`src/rtl/instr_encoder.sv`:
```
// instr_encoder: turns compact MIPS op requests into 32-bit instruction words,
// buffers them in a small FIFO and streams them with an auto-incrementing address.
module instr_encoder #(
  parameter int DEPTH  = 4,
  parameter int ADDR_W = 8
) (
  input  logic              clk,
  input  logic              rst,
  input  logic              in_valid,
  output logic              in_ready,
  input  logic [3:0]        op_sel,
  input  logic [4:0]        rs,
  input  logic [4:0]        rt,
  input  logic [4:0]        rd,
  input  logic [15:0]       imm,
  input  logic              addr_load,
  input  logic [ADDR_W-1:0] addr_base,
  output logic              mem_valid,
  input  logic              mem_ready,
  output logic [ADDR_W-1:0] mem_addr,
  output logic [31:0]       mem_data,
  output logic              err,
  output logic [7:0]        err_cnt,
  output logic [15:0]       word_cnt
);

  localparam int PTR_W = $clog2(DEPTH) + 1;
  localparam int IDX_W = PTR_W - 1;
  localparam logic [PTR_W-1:0] DEPTH_P = PTR_W'(DEPTH);

  // Bit 32 flags a legal op; bits 31:0 hold the encoded instruction word.
  function automatic logic [32:0] encode_op(
    input logic [3:0]  op,
    input logic [4:0]  f_rs,
    input logic [4:0]  f_rt,
    input logic [4:0]  f_rd,
    input logic [15:0] f_imm
  );
    logic [32:0] res;
    res = {1'b0, 32'h0000_0000};
    case (op)
      4'd0:    res = {1'b1, 6'h00, f_rs, f_rt, f_rd, 5'd0, 6'h20};
      4'd1:    res = {1'b1, 6'h00, f_rs, f_rt, f_rd, 5'd0, 6'h22};
      4'd2:    res = {1'b1, 6'h00, f_rs, f_rt, f_rd, 5'd0, 6'h24};
      4'd3:    res = {1'b1, 6'h00, f_rs, f_rt, f_rd, 5'd0, 6'h25};
      4'd4:    res = {1'b1, 6'h00, f_rs, f_rt, f_rd, 5'd0, 6'h27};
      4'd5:    res = {1'b1, 6'h00, f_rs, f_rt, f_rd, 5'd0, 6'h26};
      4'd6:    res = {1'b1, 6'h23, f_rs, f_rt, f_imm};
      4'd7:    res = {1'b1, 6'h2B, f_rs, f_rt, f_imm};
      4'd8:    res = {1'b1, 6'h08, f_rs, f_rt, f_imm};
      default: res = {1'b0, 32'h0000_0000};
    endcase
    return res;
  endfunction

  logic [PTR_W-1:0]  wptr_r;
  logic [PTR_W-1:0]  rptr_r;
  logic [31:0]       fifo_r [DEPTH];
  logic [ADDR_W-1:0] addr_r;
  logic              err_r;
  logic [7:0]        err_cnt_r;
  logic [15:0]       word_cnt_r;

  logic [32:0]       enc_s;
  logic [PTR_W-1:0]  count_s;
  logic              accept_s;
  logic              push_s;
  logic              illegal_s;
  logic              pop_s;

  // Handshake and outputs are all derived from registered state only.
  always_comb begin
    enc_s     = encode_op(op_sel, rs, rt, rd, imm);
    count_s   = wptr_r - rptr_r;
    in_ready  = (count_s < DEPTH_P);
    mem_valid = (count_s != {PTR_W{1'b0}});
    accept_s  = in_valid && in_ready;
    push_s    = accept_s && enc_s[32];
    illegal_s = accept_s && !enc_s[32];
    pop_s     = mem_valid && mem_ready;
    mem_data  = fifo_r[rptr_r[IDX_W-1:0]];
    mem_addr  = addr_r;
    err       = err_r;
    err_cnt   = err_cnt_r;
    word_cnt  = word_cnt_r;
  end

  // FIFO pointers, storage, write address and status counters.
  always_ff @(posedge clk) begin
    if (rst) begin
      wptr_r     <= {PTR_W{1'b0}};
      rptr_r     <= {PTR_W{1'b0}};
      addr_r     <= {ADDR_W{1'b0}};
      err_r      <= 1'b0;
      err_cnt_r  <= 8'd0;
      word_cnt_r <= 16'd0;
    end else begin
      if (push_s) begin
        fifo_r[wptr_r[IDX_W-1:0]] <= enc_s[31:0];
        wptr_r                    <= wptr_r + PTR_W'(1);
      end
      if (pop_s) begin
        rptr_r     <= rptr_r + PTR_W'(1);
        word_cnt_r <= word_cnt_r + 16'd1;
      end
      // A load coinciding with a transfer wins: the next address is addr_base itself.
      if (addr_load) begin
        addr_r <= addr_base;
      end else if (pop_s) begin
        addr_r <= addr_r + ADDR_W'(1);
      end
      err_r <= illegal_s;
      if (illegal_s && (err_cnt_r != 8'hFF)) begin
        err_cnt_r <= err_cnt_r + 8'd1;
      end
    end
  end

endmodule

```
`config.mk`:
```
export PLATFORM = sky130hd
export DESIGN_NAME = instr_encoder
export DESIGN_NICKNAME = d
export VERILOG_FILES = /design/src/rtl/instr_encoder.sv
export SDC_FILE = /design/constraint.sdc
export NUM_CORES = 1
export LEC_CHECK = 0
export ABC_AREA = 0
export CAP_MARGIN = 20
export CELL_PAD_IN_SITES_DETAIL_PLACEMENT = 0
export CELL_PAD_IN_SITES_GLOBAL_PLACEMENT = 1
export CORE_MARGIN = 2
export CORE_UTILIZATION = 43
export CTS_CLUSTER_SIZE = 40
export DETAILED_ROUTE_END_ITERATION = 16
export PLACE_DENSITY_LB_ADDON = 0.1
export SLEW_MARGIN = 20
export SYNTH_ARGS = -nofsm -noshare
export SYNTH_HDL_FRONTEND = slang
export SYNTH_SLANG_ARGS = --single-unit
```
`constraint.sdc`:
```
create_clock -name clk -period 3.3 [get_ports clk]
set_input_delay 0.495 -clock clk [delete_from_list [all_inputs] [get_ports clk]]
set_output_delay 0.495 -clock clk [all_outputs]
set_load 0.005 [all_outputs]
```
# Word level (Yosys, flattened, before mapping)
# Memories as Yosys holds them, arrays and structs flattened. A register that Yosys moved wholly into a read port is not among the register bits.
# Cells that the tools add are included.
totals:
  reg_bits: 39
  mem_bits_rw: 128
  inputBits: 48
  output_inout_bits: 67
  memories: 1
memory_table:
  columns: ["memory", "depth", "width", "rd", "rd_clocked_by_memory_dff", "write_ports", "line", "source"]
  rows:
  - ["fifo_r", 4, 32, 1, 1, 1, "58", "logic [31:0] fifo_r [DEPTH];"]
op_classes:
  add_sub_neg: 6
  order_cmp: 1
  n_eq_ne: 9
  n_mux: 8
  n_reduce_logical: 9
ops:
  columns: ["op", "n"]
  rows:
  - ["one-hot mux 33 bit (9 select lines)", 1]
  - ["adder 16 x 1 -> 16 bit (second input constant)", 1]
  - ["adder 8 x 1 -> 8 bit (second input constant)", 2]
  - ["== test 4 x 3 -> 1 bit (second input constant)", 4]
  - ["2-to-1 mux 8 bit", 2]
  - ["== test 4 x 2 -> 1 bit (second input constant)", 2]
  - ["inequality test 8 bit (second input constant)", 1]
  - ["adder 3 x 1 -> 3 bit (second input constant)", 2]
  - ["logical AND 1 bit", 5]
  - ["== test 4 x 1 -> 1 bit (second input constant)", 1]
  - ["== test 4 bit (second input constant)", 1]
  - ["zero test 4 bit", 1]
  - ["2-to-1 mux 2 bit", 2]
  - ["< comparator 3 bit (second input constant)", 1]
  - ["2-to-1 mux 1 bit", 3]
  - ["nonzero test 3 bit", 1]
  - ["subtractor 3 bit", 1]
  - ["nonzero test 2 bit", 1]
  - ["zero test 1 bit", 1]

# Logic depth before layout (Yosys ltp)
depth:
  word_depth: 7
  mapped_depth: 9
  mapped_depth_nobuf: 8

# Worst setup path before layout
# No wires, ideal clock.
synth_timing:
  path_type: "register -> register"
  start: "register wptr_r[0]"
  end: "memory fifo_r[0][0], enable pin"
  setup_ns: 0.387
  arrival_time_ns: 2.581
  setup_slack_ns: 0.331
  path_stages_with_launch: 10
  n_path_buf: 1
  cell_sequence: "dfxtp_1 > inv_1 > ha_1 > fa_1 > xor3_2 > inv_2 > buf_4 > nand3_1 > nor2_1 > and2_1"
synth_via:
  elab_chain_cells: 7
synth_rtl:
  columns: ["element", "line", "source"]
  rows:
  - ["start, declared", "56", "logic [PTR_W-1:0] wptr_r;"]
  - ["start signal, assigned", "91", "wptr_r <= {PTR_W{1'b0}};"]
  - ["start signal, assigned", "100", "wptr_r <= wptr_r + PTR_W'(1);"]
  - ["subtractor 3 bit", "74", "count_s = wptr_r - rptr_r;"]
  - ["< comparator 3 bit", "75", "in_ready = (count_s < DEPTH_P);"]
  - ["named net in_ready", "10", "output logic in_ready,"]
  - ["logical AND 1 bit", "77", "accept_s = in_valid && in_ready;"]
  - ["logical AND 1 bit", "78", "push_s = accept_s && enc_s[32];"]
  - ["2-to-1 mux 1 bit", "98", "if (push_s) begin"]
  - ["2-to-1 mux 1 bit", "90", "if (rst) begin"]
  - ["2-to-1 mux 1 bit (implied by the code)", "99", "fifo_r[wptr_r[IDX_W-1:0]] <= enc_s[31:0];"]
  - ["end, declared", "58", null]
# The timed path passes the listed nets, and every way through them passes these cells.

# Worst setup path in the final report
layout_timing:
  start: "register wptr_r[0]"
  end: "output mem_valid"
layout_via:
  elab_chain_cells: 2
layout_rtl:
  columns: ["element", "line", "source"]
  rows:
  - ["subtractor 3 bit", "74", null]
  - ["nonzero test 3 bit", "76", "mem_valid = (count_s != {PTR_W{1'b0}});"]
  - ["end, declared", "18", "output logic mem_valid,"]
# No other way between the ends.

==> impl_metrics.sql <==
INSERT INTO impl_metrics (metric_group, metric, value, unit) VALUES
('clocking', 'cts_inserted_buffers', '17', ''),
('final_layout', 'synthToLayoutAreaGrowth', '32.05', '%'),
('sta', 'timing.setup.tns', '0', 'ns'),
('logic_synthesis', 'synth_seq_cells', '153', ''),
('floorplanning', 'starting_density_of_the_core', '0.4415', ''),
('clocking', 'h-tree-depth', '4', ''),
('detailed_routing', 'drt_wl_total', '13500', 'um'),
('clocking', 'clk_latency', '0.41', 'ns'),
('clocking', 'cts_tree', 'done', ''),
('detailed_routing', 'final_antenna_net_count', '0', ''),
('setup_path', 'critical_path.max_fanout', '9', ''),
('final_layout', 'post-route-cell-area', '8474', 'um^2'),
('final_layout', 'finish.cell_count_without_fillers', '756', ''),
('clocking', 'hold_fix_buffers_at_cts', '0', ''),
('logic_synthesis', 'synth_top_area_cell', 'sky130_fd_sc_hd__edfxtp_1', ''),
('floorplanning', 'die_width', '126.2', 'um'),
('logic_synthesis', 'yosys_most_used_dff', 'sky130_fd_sc_hd__edfxtp_1', ''),
('logic_synthesis', 'biggest_area_contributors_in_the_synthesized_netlist', 'sky130_fd_sc_hd__edfxtp_1 52%, sky130_fd_sc_hd__dfxtp_1 13%, sky130_fd_sc_hd__mux4_2 9.8%, sky130_fd_sc_hd__and2_1 2.1%, sky130_fd_sc_hd__nor2_1 1.9%', ''),
('min_path', 'hold_start', 'word_cnt[15]$_SDFFE_PP0P_', ''),
('detailed_routing', 'drt-vias-per-instance', '5.374', ''),
('clocking', 'cts_root_buf', 'sky130_fd_sc_hd__clkbuf_16', ''),
('sta', 'layout_min_cycle_time', '3.105', 'ns'),
('sta', 'rsz0062_at_grt', 'false', ''),
('floorplanning', 'die-height', '126.2', 'um'),
('clocking', 'post-cts-setup-buffers', '0', ''),
('logic_synthesis', 'synth_sequential_area_ratio', '0.6520', ''),
('floorplanning', 'io-pin-count', '115', ''),
('sta', 'clock_skew', '0.007877', 'ns'),
('global_route', 'grt_max_degree', '40', ''),
('clocking', 'post_cts.resized_instances', '0', ''),
('global_route', 'globalRouteOverflowTotal', '0', ''),
('outcome', 'outcome', 'complete, no violations', ''),
('flow_run', 'max_cap_viol_count', '0', ''),
('global_route', 'number_of_antenna_violations_at_the_first_check_in_global_routing', '0', ''),
('detailed_routing', 'dr_wl_met2', '6707', 'um'),
('placement', 'dp_cells', '724', ''),
('power_and_ir_drop', 'swShare', '0.2421', ''),
('detailed_routing', 'routedLengthMet1', '6094', 'um'),
('sta', 'layout_worst_path_cycle_share', '0.9408', ''),
('detailed_routing', 'drtPass1Iterations', '6', ''),
('detailed_routing', 'topRoutingLayerUsed', 'met4', ''),
('setup_path', 'timing.rr.start', 'wptr_r[0]$_SDFFE_PP0P_', ''),
('setup_path', 'setup.worst_path.start_class', 'flop', ''),
('min_path', 'path_category_of_the_worst_min_delay_check', 'reg -> reg', ''),
('power_and_ir_drop', 'clkPwrFrac', '0.378', ''),
('floorplanning', 'num_rows', '44', ''),
('floorplanning', 'design.core.area', '14530', 'um^2'),
('logic_synthesis', 'yosys-top-cells-count', '112 x sky130_fd_sc_hd__edfxtp_1, 41 x sky130_fd_sc_hd__dfxtp_1, 33 x sky130_fd_sc_hd__nor2_1', ''),
('final_layout', 'nets', '617', ''),
('power_and_ir_drop', 'power_per_cell_area', '670.2', 'nW/um^2'),
('detailed_routing', 'route.met3.wl', '540', 'um'),
('detailed_routing', 'route.vias.total', '4063', ''),
('sta', 'slew_headroom', '0.4826', ''),
('sta', 'total_of_endpoints_with_negative_setup_slack_in_the_final_report', '0', ''),
('placement', 'gpl.final_weighted_congestion', '0.7854', ''),
('global_route', 'grt_pass1_vias', '4208', ''),
('clocking', 'cts.sinks', '153', ''),
('placement', 'buffer_ports.inserted', '112', ''),
('min_path', 'hold-path-endpoint', 'word_cnt[15]$_SDFFE_PP0P_', ''),
('power_and_ir_drop', 'ir_worst_vdd', '0.0003928', 'V'),
('logic_synthesis', 'ys.warnings.count', '0', ''),
('min_path', 'hold_path_depth', '2', ''),
('logic_synthesis', 'synth_async_reset_ratio', '0', ''),
('placement', 'hpwl_after_detailed_placement', '8860', 'um'),
('detailed_routing', 'wl_per_cell', '17.86', 'um'),
('setup_path', 'r2r_cells', '9', ''),
('power_and_ir_drop', 'sequentialPowerShare', '0.396', ''),
('floorplanning', 'floorplan_die_area', '15920', 'um^2'),
('sta', 'slew_violations', '0', ''),
('clocking', 'cts-root-to-sink-buffers', '2', ''),
('logic_synthesis', 'synth.top_cell.area_share', '0.5241', '');
-- critical path: stages, from the launching register on --
cell and delay (ns):
sky130_fd_sc_hd__dfxtp_1 0.36, sky130_fd_sc_hd__inv_1 0.11, sky130_fd_sc_hd__ha_1 0.23, sky130_fd_sc_hd__fa_1 0.51, sky130_fd_sc_hd__and2_1 0.40, sky130_fd_sc_hd__nand2_1 0.13
sky130_fd_sc_hd__clkdlybuf4s50_1 0.46
-- final cells by class --
type | count | area (um^2)
clock buffers | 19 | 432.9
clock inverters | 13 | 225.2
fillers | 1207 | 6060
inverters | 9 | 33.78
multi-input cells | 255 | 2101
flip-flops and latches | 153 | 4185
well taps | 184 | 230.2
repair buffers | 123 | 1266
-- worst max path at each step --
stage          depth (start not counted)                       to  slack, ns              startpoint
2_1_floorplan                          9   fifo_r[0][0]$_DFFE_PP_       0.33  wptr_r[0]$_SDFFE_PP0P_
3_3_place_gp                           5  err_cnt[7]$_SDFFE_PP0P_       0.55               op_sel[3]
3_5_place_dp                           5  err_cnt[7]$_SDFFE_PP0P_       0.47               op_sel[3]
4_1_cts                                6                mem_valid       0.16  wptr_r[0]$_SDFFE_PP0P_
5_1_grt                                6                mem_valid       0.06  wptr_r[0]$_SDFFE_PP0P_
6_report                               6                mem_valid       0.20  wptr_r[0]$_SDFFE_PP0P_
-- registers in the layout, summed over array words and instances (netlist names), named ones only --
| signal | count |
|---|---|
| fifo_r | 112 |
| err_cnt | 8 |
| rptr_r | 3 |
| word_cnt | 16 |
| wptr_r | 3 |
| mem_addr | 8 |
| err | 1 |
-- cell usage in the layout (no fill, tap or decap), types with 8 or more instances in the layout --
master,n
sky130_fd_sc_hd__nand2_1,18
sky130_fd_sc_hd__ha_1,9
sky130_fd_sc_hd__a21oi_1,22
sky130_fd_sc_hd__clkbuf_16,17
sky130_fd_sc_hd__edfxtp_1,112
sky130_fd_sc_hd__nand4_1,10
sky130_fd_sc_hd__mux4_2,28
sky130_fd_sc_hd__and2_1,18
sky130_fd_sc_hd__xnor2_1,10
sky130_fd_sc_hd__nand3_1,11
sky130_fd_sc_hd__inv_1,8
sky130_fd_sc_hd__dfxtp_1,40
sky130_fd_sc_hd__clkdlybuf4s50_1,112
sky130_fd_sc_hd__nor2_1,33
sky130_fd_sc_hd__o21ai_0,14
sky130_fd_sc_hd__or3_1,12
-- metrics by stage --
| step | hold WS [ns] | utilization | worst slack [ns] | total power [mW] |
|---|---|---|---|---|
| floorplan | 0.4743 | - | 0.3311 | 2.991 |
| global placement | 0.4695 | 0.5378 | 0.5463 | 3.583 |
| detailed placement | 0.4820 | 0.5378 | 0.4655 | 3.602 |
| CTS | 0.4957 | 0.5831 | 0.1622 | 5.748 |
| global route | 0.5311 | 0.5831 | 0.06378 | 5.917 |
| finish | 0.4904 | 0.5831 | 0.1953 | 5.680 |
-- layer usage --
metal / up-vias / global-route usage
met2: 98 / 0.2951
met5: - / 0
met1: 2026 / 0.2257
met3: 14 / 0.03653
li1: 1925 / -
met4: 0 / 0.06399
-- power groups by stage --
stage	clock network (mW)	logic (mW)	registers (mW)
2_1_floorplan	0	0.744	2.25
3_5_place_dp	0	1.31	2.29
6_report	2.15	1.28	2.25
3_3_place_gp	0	1.29	2.29
4_1_cts	2.18	1.31	2.25
5_1_grt	2.26	1.39	2.27
-- kinds of logic after synthesis --
| group | synth area share |
|---|---|
| other | 0.0005843 |
| AO/OA/AOI/OAI | 0.06766 |
| XOR/XNOR | 0.02300 |
| adder cells (fa/ha/maj) | 0.02067 |
| flip-flops | 0.6520 |
| buffers and inverters | 0.02281 |
| multiplexers | 0.1094 |
| AND/OR/NAND/NOR | 0.1039 |
Power figures use the tool's default switching activity.
